==> src/rtl/xlr8_xb_fifo_bridge.sv <==
// xlr8_xb_fifo_bridge: CPU data-memory mapped bridge between the AVR data bus
// and a pair of valid/ready byte streams (TX towards user logic, RX from it).
// Four registers: CTRL, STAT, TXD (push TX), RXD (pop RX).

// Small synchronous FIFO with a combinational head read. The caller gates
// push with !full and pop with !empty; flush wins over both.
module xlr8_xb_fifo #(
  parameter int WIDTH = 8,
  parameter int DEPTH = 4
) (
  input  logic             clk,
  input  logic             rstn,
  input  logic             flush,
  input  logic             push,
  input  logic             pop,
  input  logic [WIDTH-1:0] wdata,
  output logic [WIDTH-1:0] head,
  output logic             full,
  output logic             empty
);

  localparam int AW = (DEPTH > 1) ? $clog2(DEPTH) : 1;
  localparam int CW = AW + 1;

  logic [WIDTH-1:0] mem [DEPTH];
  logic [AW-1:0]    wr_ptr;
  logic [AW-1:0]    rd_ptr;
  logic [CW-1:0]    count;

  // Storage: contents need no reset, validity is tracked by count alone
  always_ff @(posedge clk) begin
    if (push && !flush) mem[wr_ptr] <= wdata;
  end

  // Pointer and occupancy tracking; pointers wrap naturally at DEPTH
  always_ff @(posedge clk or negedge rstn) begin
    if (!rstn) begin
      wr_ptr <= '0;
      rd_ptr <= '0;
      count  <= '0;
    end else if (flush) begin
      wr_ptr <= '0;
      rd_ptr <= '0;
      count  <= '0;
    end else begin
      if (push) wr_ptr <= wr_ptr + 1'b1;
      if (pop)  rd_ptr <= rd_ptr + 1'b1;
      if (push && !pop)      count <= count + 1'b1;
      else if (pop && !push) count <= count - 1'b1;
    end
  end

  assign head  = mem[rd_ptr];
  assign full  = (count == CW'(DEPTH));
  assign empty = (count == '0);

endmodule

module xlr8_xb_fifo_bridge #(
  parameter int CTRL_ADDR = 0,
  parameter int STAT_ADDR = 1,
  parameter int TXD_ADDR  = 2,
  parameter int RXD_ADDR  = 3,
  parameter int WIDTH     = 8,
  parameter int DEPTH     = 4
) (
  input  logic             clk,
  input  logic             rstn,
  input  logic             clken,
  input  logic [7:0]       ramadr,
  input  logic             dm_sel,
  input  logic             ramre,
  input  logic             ramwe,
  input  logic [7:0]       dbus_in,
  output logic [7:0]       dbus_out,
  output logic             io_out_en,
  output logic             tx_valid,
  output logic [WIDTH-1:0] tx_data,
  input  logic             tx_ready,
  input  logic             rx_valid,
  input  logic [WIDTH-1:0] rx_data,
  output logic             rx_ready,
  output logic             xb_enable,
  output logic             irq
);

  localparam logic [7:0] CTRL_A = 8'(CTRL_ADDR);
  localparam logic [7:0] STAT_A = 8'(STAT_ADDR);
  localparam logic [7:0] TXD_A  = 8'(TXD_ADDR);
  localparam logic [7:0] RXD_A  = 8'(RXD_ADDR);

  logic sel_ctrl, sel_stat, sel_txd, sel_rxd;
  logic we_ctrl, we_stat, we_txd;
  logic re_rxd;
  logic enable, tx_irq_en, rx_irq_en;
  logic tx_ovf, rx_udf;
  logic flush;
  logic tx_full, tx_empty, rx_full, rx_empty;
  logic tx_push, tx_pop, rx_push, rx_pop;
  logic [WIDTH-1:0] tx_head, rx_head;
  logic [7:0] stat;

  assign sel_ctrl = dm_sel && (ramadr == CTRL_A);
  assign sel_stat = dm_sel && (ramadr == STAT_A);
  assign sel_txd  = dm_sel && (ramadr == TXD_A);
  assign sel_rxd  = dm_sel && (ramadr == RXD_A);

  assign we_ctrl = sel_ctrl && ramwe && clken;
  assign we_stat = sel_stat && ramwe && clken;
  assign we_txd  = sel_txd  && ramwe && clken;
  assign re_rxd  = sel_rxd  && ramre && clken;

  // Flush is a write strobe only; it is never stored so CTRL[3] reads 0
  assign flush = we_ctrl && dbus_in[3];

  // A TXD write into a full FIFO is dropped even if the stream pops this cycle
  assign tx_push = we_txd && !tx_full;
  assign tx_pop  = tx_valid && tx_ready;
  assign rx_push = rx_valid && rx_ready;
  assign rx_pop  = re_rxd && !rx_empty;

  assign tx_valid  = enable && !tx_empty;
  assign tx_data   = tx_head;
  assign rx_ready  = enable && !rx_full;
  assign xb_enable = enable;

  assign io_out_en = (sel_ctrl || sel_stat || sel_txd || sel_rxd) && ramre;

  assign stat = {2'b00, rx_udf, tx_ovf, rx_empty, rx_full, tx_empty, tx_full};

  xlr8_xb_fifo #(.WIDTH(WIDTH), .DEPTH(DEPTH)) u_tx_fifo (
    .clk   (clk),
    .rstn  (rstn),
    .flush (flush),
    .push  (tx_push),
    .pop   (tx_pop),
    .wdata (dbus_in[WIDTH-1:0]),
    .head  (tx_head),
    .full  (tx_full),
    .empty (tx_empty)
  );

  xlr8_xb_fifo #(.WIDTH(WIDTH), .DEPTH(DEPTH)) u_rx_fifo (
    .clk   (clk),
    .rstn  (rstn),
    .flush (flush),
    .push  (rx_push),
    .pop   (rx_pop),
    .wdata (rx_data),
    .head  (rx_head),
    .full  (rx_full),
    .empty (rx_empty)
  );

  // Control register: enable and the two interrupt enables
  always_ff @(posedge clk or negedge rstn) begin
    if (!rstn) begin
      enable    <= 1'b0;
      tx_irq_en <= 1'b0;
      rx_irq_en <= 1'b0;
    end else if (we_ctrl) begin
      enable    <= dbus_in[0];
      tx_irq_en <= dbus_in[1];
      rx_irq_en <= dbus_in[2];
    end
  end

  // Sticky error flags; a new error in the same cycle as a clear keeps the flag
  always_ff @(posedge clk or negedge rstn) begin
    if (!rstn) begin
      tx_ovf <= 1'b0;
      rx_udf <= 1'b0;
    end else begin
      if (we_txd && tx_full)            tx_ovf <= 1'b1;
      else if (we_stat && dbus_in[4])   tx_ovf <= 1'b0;
      if (re_rxd && rx_empty)           rx_udf <= 1'b1;
      else if (we_stat && dbus_in[5])   rx_udf <= 1'b0;
    end
  end

  // Level interrupt, registered one cycle behind its condition
  always_ff @(posedge clk or negedge rstn) begin
    if (!rstn) irq <= 1'b0;
    else       irq <= (tx_irq_en && tx_empty) || (rx_irq_en && !rx_empty);
  end

  // Read mux; TXD and unselected addresses return zero
  always_comb begin
    dbus_out = 8'h00;
    if (sel_ctrl)      dbus_out = {5'b00000, rx_irq_en, tx_irq_en, enable};
    else if (sel_stat) dbus_out = stat;
    else if (sel_rxd)  dbus_out = rx_empty ? 8'h00 : 8'(rx_head);
  end

endmodule

==> config.mk <==
export PLATFORM = sky130hd
export DESIGN_NAME = xlr8_xb_fifo_bridge
export DESIGN_NICKNAME = d
export VERILOG_FILES = /design/src/rtl/xlr8_xb_fifo_bridge.sv
export SDC_FILE = /design/constraint.sdc
export NUM_CORES = 1
export LEC_CHECK = 0
export BUFFER_PORTS_ARGS = -buffer_cell sky130_fd_sc_hd__buf_2
export CAP_MARGIN = 20
export CORE_ASPECT_RATIO = 2
export CORE_MARGIN = 2
export CORE_UTILIZATION = 55
export CTS_BUF_LIST = sky130_fd_sc_hd__clkbuf_4
export DETAILED_ROUTE_END_ITERATION = 10
export PLACE_DENSITY = 0.77
export RECOVER_POWER = 25
export SLEW_MARGIN = 10
export SYNTH_ARGS = -nofsm -noshare
export SYNTH_HDL_FRONTEND = slang
export SYNTH_SLANG_ARGS = --single-unit
==> constraint.sdc <==
create_clock -name clk -period 2.87 [get_ports clk]
set_input_delay 0.287 -clock clk [delete_from_list [all_inputs] [get_ports clk]]
set_output_delay 0.287 -clock clk [all_outputs]
set_load 0.02 [all_outputs]
==> metrics.md <==
| Metric | Value |
|---|---|
| Outcome | finished clean |
| Routability-driven placement congestion ratio | 0.890 |
| FF-to-FF path depth | 7 |
| Initial Utilization | 55.9% |
| Leak Pwr | 1.62 nW |
| Number of cells produced by synthesis | 253 |
| Post_cts resized | 0 |
| Hold Path Stages | 1 |
| Share of layout cells above drive strength 1 | 26.3% |
| Worst R2R Setup Slack | 0.61 ns |
| Worst min-delay path class | in -> reg |
| Crit path DAT | between 2 and 2.5 ns |
| Number of max-capacitance violations reported | 0 |
| Largest net degree at the start of global routing | 21 |
| Drt first pass iters | 4 |
| Final setup violation count | 0 |
| Commonest non-fill, non-tap cell in the layout | edfxtp_1 |
| Worst Setup End Kind | primary output |
| Routed WL | approximately 7.1 mm |
| CP Data Required Time | 2.58 ns |
| Average size of a mapped cell | 15.1 um2 |
| Sequential element share of the synthesized area | a little under two thirds |
| Skew final | 0.0193 ns |
| Syn Nets | 295 |
| RSZ-0062 raised after global routing | false |
| Worst r2r src | u_tx_fifo.count[1] |
| Vias | 2278 |
| Worst slack, placed | 0.563 ns |
| Pwr Density | 486 nW/um2 |
| Vias per Instance | 5.61 |
| Die height | approximately 120 um |
| Total grt overflow | 0 |
| Clk slew on worst S/H paths | roughly 0.14 ns |
| RR Endpoint | u_tx_fifo.count[2] |
| CTS tree | done |
| Die ar. | 7670 um2 |
| First-pass GRT wire length | approximately 12 mm |
| Fmax | 421 MHz |
| Number of global-route vias before repair | 2395 |
| CP startpoint kind | flip-flop |
| Final core occ | 62.9% |
| Input/output buffers | 52 |
| Clock buffer depth | 2 |
| Ys flop type | edfxtp_1 |
| Actual slew at the worst max-slew pin | 0.605 ns |
| Final WS setup | 0.494 ns |
| Final Cycle Share | 82.8% |
| Ports | 53 |
| Antenna viol nets, final | 0 |
| Per-cell routed wire length | 17.6 um |
| Sum Neg Setup Slack | 0 ns |
| Final hold vios | 0 |
| Root buf cell | clkbuf_4 |
| Rel. slew slack | 59.7% |
| Clock sink count | 84 |
| Inserted Diodes | 0 |
| Clk Latency, worst-skew pair | 0.44 ns |
| Commonest cells after routing, fill and taps aside | edfxtp_1, buf_2, dfrtp_1 |
| Post-Syn Area | 3820 um2 |
| Initial antenna violation count | 0 |
| Clock buffer count from CTS | 9 |
| Die width | ~63 um |
| Dpl hpwl | 5.26 mm |
| Peak supply drop | roughly 0.46 mV |
| Number of synthesized flops with an enable pin | 64 |
| CP Launch Point | u_rx_fifo.rd_ptr[0] |
| Total track usage | 21.0% |
| Initial drt markers | just under 200 |
| Crit-path max FO | 6 |
| Crit path capture | dbus_out[4] |
| Synth-to-Final Area Change | 12.5% |
| Yosys warns | 0 |
| # DRC | 0 |
| Unique cell type count in the Yosys netlist | 44 |
| Core Rows | 43 |
| Core Box Area | 6830 um2 |
| Minimum clock period | 2.38 ns |
| Post-layout nets | 353 |
| Asr flop ratio synth | 23.8% |
| Worst Hold Launch | rx_data[0] |
| Worst setup path category | reg -> out |
| Synth Register Bits | 84 |
| H-tree depth | 3 |
| Pins Over Slew Limit | 0 |
==> per-stage QoR <==
stage | hold WS [ns] | instance area, um2 | total power [mW] | cells
final | 0.0791 | 4300 | 2.09 | 406
after global routing | 0.0530 | 4300 | 2.19 | 406
after CTS | 0.00837 | 4310 | 2.12 | 406
after detailed placement | 0.270 | 4180 | 1.52 | 389
after global placement | 0.270 | 4180 | 1.51 | 389
after floorplan | -0.00859 | 3820 | 1.45 | 253
==> critical path: stages (launching register included) <==
cell and delay [ns]:
dfrtp_1 0.56, buf_4 0.25, mux4_2 0.50, inv_1 0.08, o21ai_0 0.08, buf_2 0.17
==> layer usage <==
metal,part of all wire [%],global-route usage [%],routed length (um)
met1,39,24.4,2780
met2,53,36.0,3750
met3,6.4,5.26,460
met4,2.0,10.6,143
met5,0,0,0
==> worst min-delay path by stage <==
stage                               end  slack, ns
floorplan                           irq     -0.009
CTS                 u_tx_fifo.mem[0][7]      0.008
global route        u_rx_fifo.mem[2][1]       0.05
detailed placement  u_rx_fifo.rd_ptr[1]       0.27
finish              u_rx_fifo.mem[0][0]       0.08
global placement    u_rx_fifo.rd_ptr[1]       0.27
==> cell type report <==
cell class | count | area (um2)
fill | 533 | 2530
sequential | 84 | 2420
multi-input combinational | 146 | 1310
timing repair buffer | 57 | 285
tap | 90 | 113
clock buffer | 9 | 67.6
clock inverter | 7 | 55.1
inverter | 13 | 48.8
==> logic make-up after synthesis <==
logic type	Yosys count	share of synthesized area [%]
compound gates	29	4.98
xor+xnor	8	2.55
fa+ha+maj	10	3.67
buf+inv	23	2.39
flops	84	63.4
mux	26	12.1
simple gates	73	10.9
==> synth_stat cells, drive strengths merged (4+ instances only) <==
cell	number	area, um2
a21oi	4	20.0
and2	10	62.6
buf	5	23.8
clkbuf	5	18.8
dfrtp	20	500
edfxtp	64	1920
ha	8	100
inv	13	48.8
mux2i	7	70.1
mux4	16	360
nand2	9	33.8
nand3	6	30.0
nor2	16	60.1
nor2b	4	25.0
nor3	4	20.0
nor3b	4	30.0
o21ai	9	45.0
o21bai	4	30.0
xnor2	5	43.8
==> where the power goes <==
| part | leakage, nW | switching (mW) | internal, mW |
|---|---|---|---|
| Sequential | 0.842 | 0.0176 | 1.32 |
| Clock | 0.0654 | 0.410 | 0.188 |
| Combinational | 0.715 | 0.0835 | 0.0661 |
| Total | 1.62 | 0.511 | 1.58 |
==> repair_timing <==
action | CTS | global route
hold buffers | 1 | 0
endpoints found under the hold margin | 20 | 0
setup buffers | 0 | 0
==> state kept, by name, summed over array words and instances (netlist names), 2 cells and up <==
signal	flops
u_rx_fifo.mem	32
u_rx_fifo.rd_ptr	2
u_rx_fifo.count	3
u_rx_fifo.wr_ptr	2
u_tx_fifo.wr_ptr	2
u_tx_fifo.count	3
u_tx_fifo.mem	32
u_tx_fifo.rd_ptr	2
No activity file was read; power rests on OpenSTA's default activity.
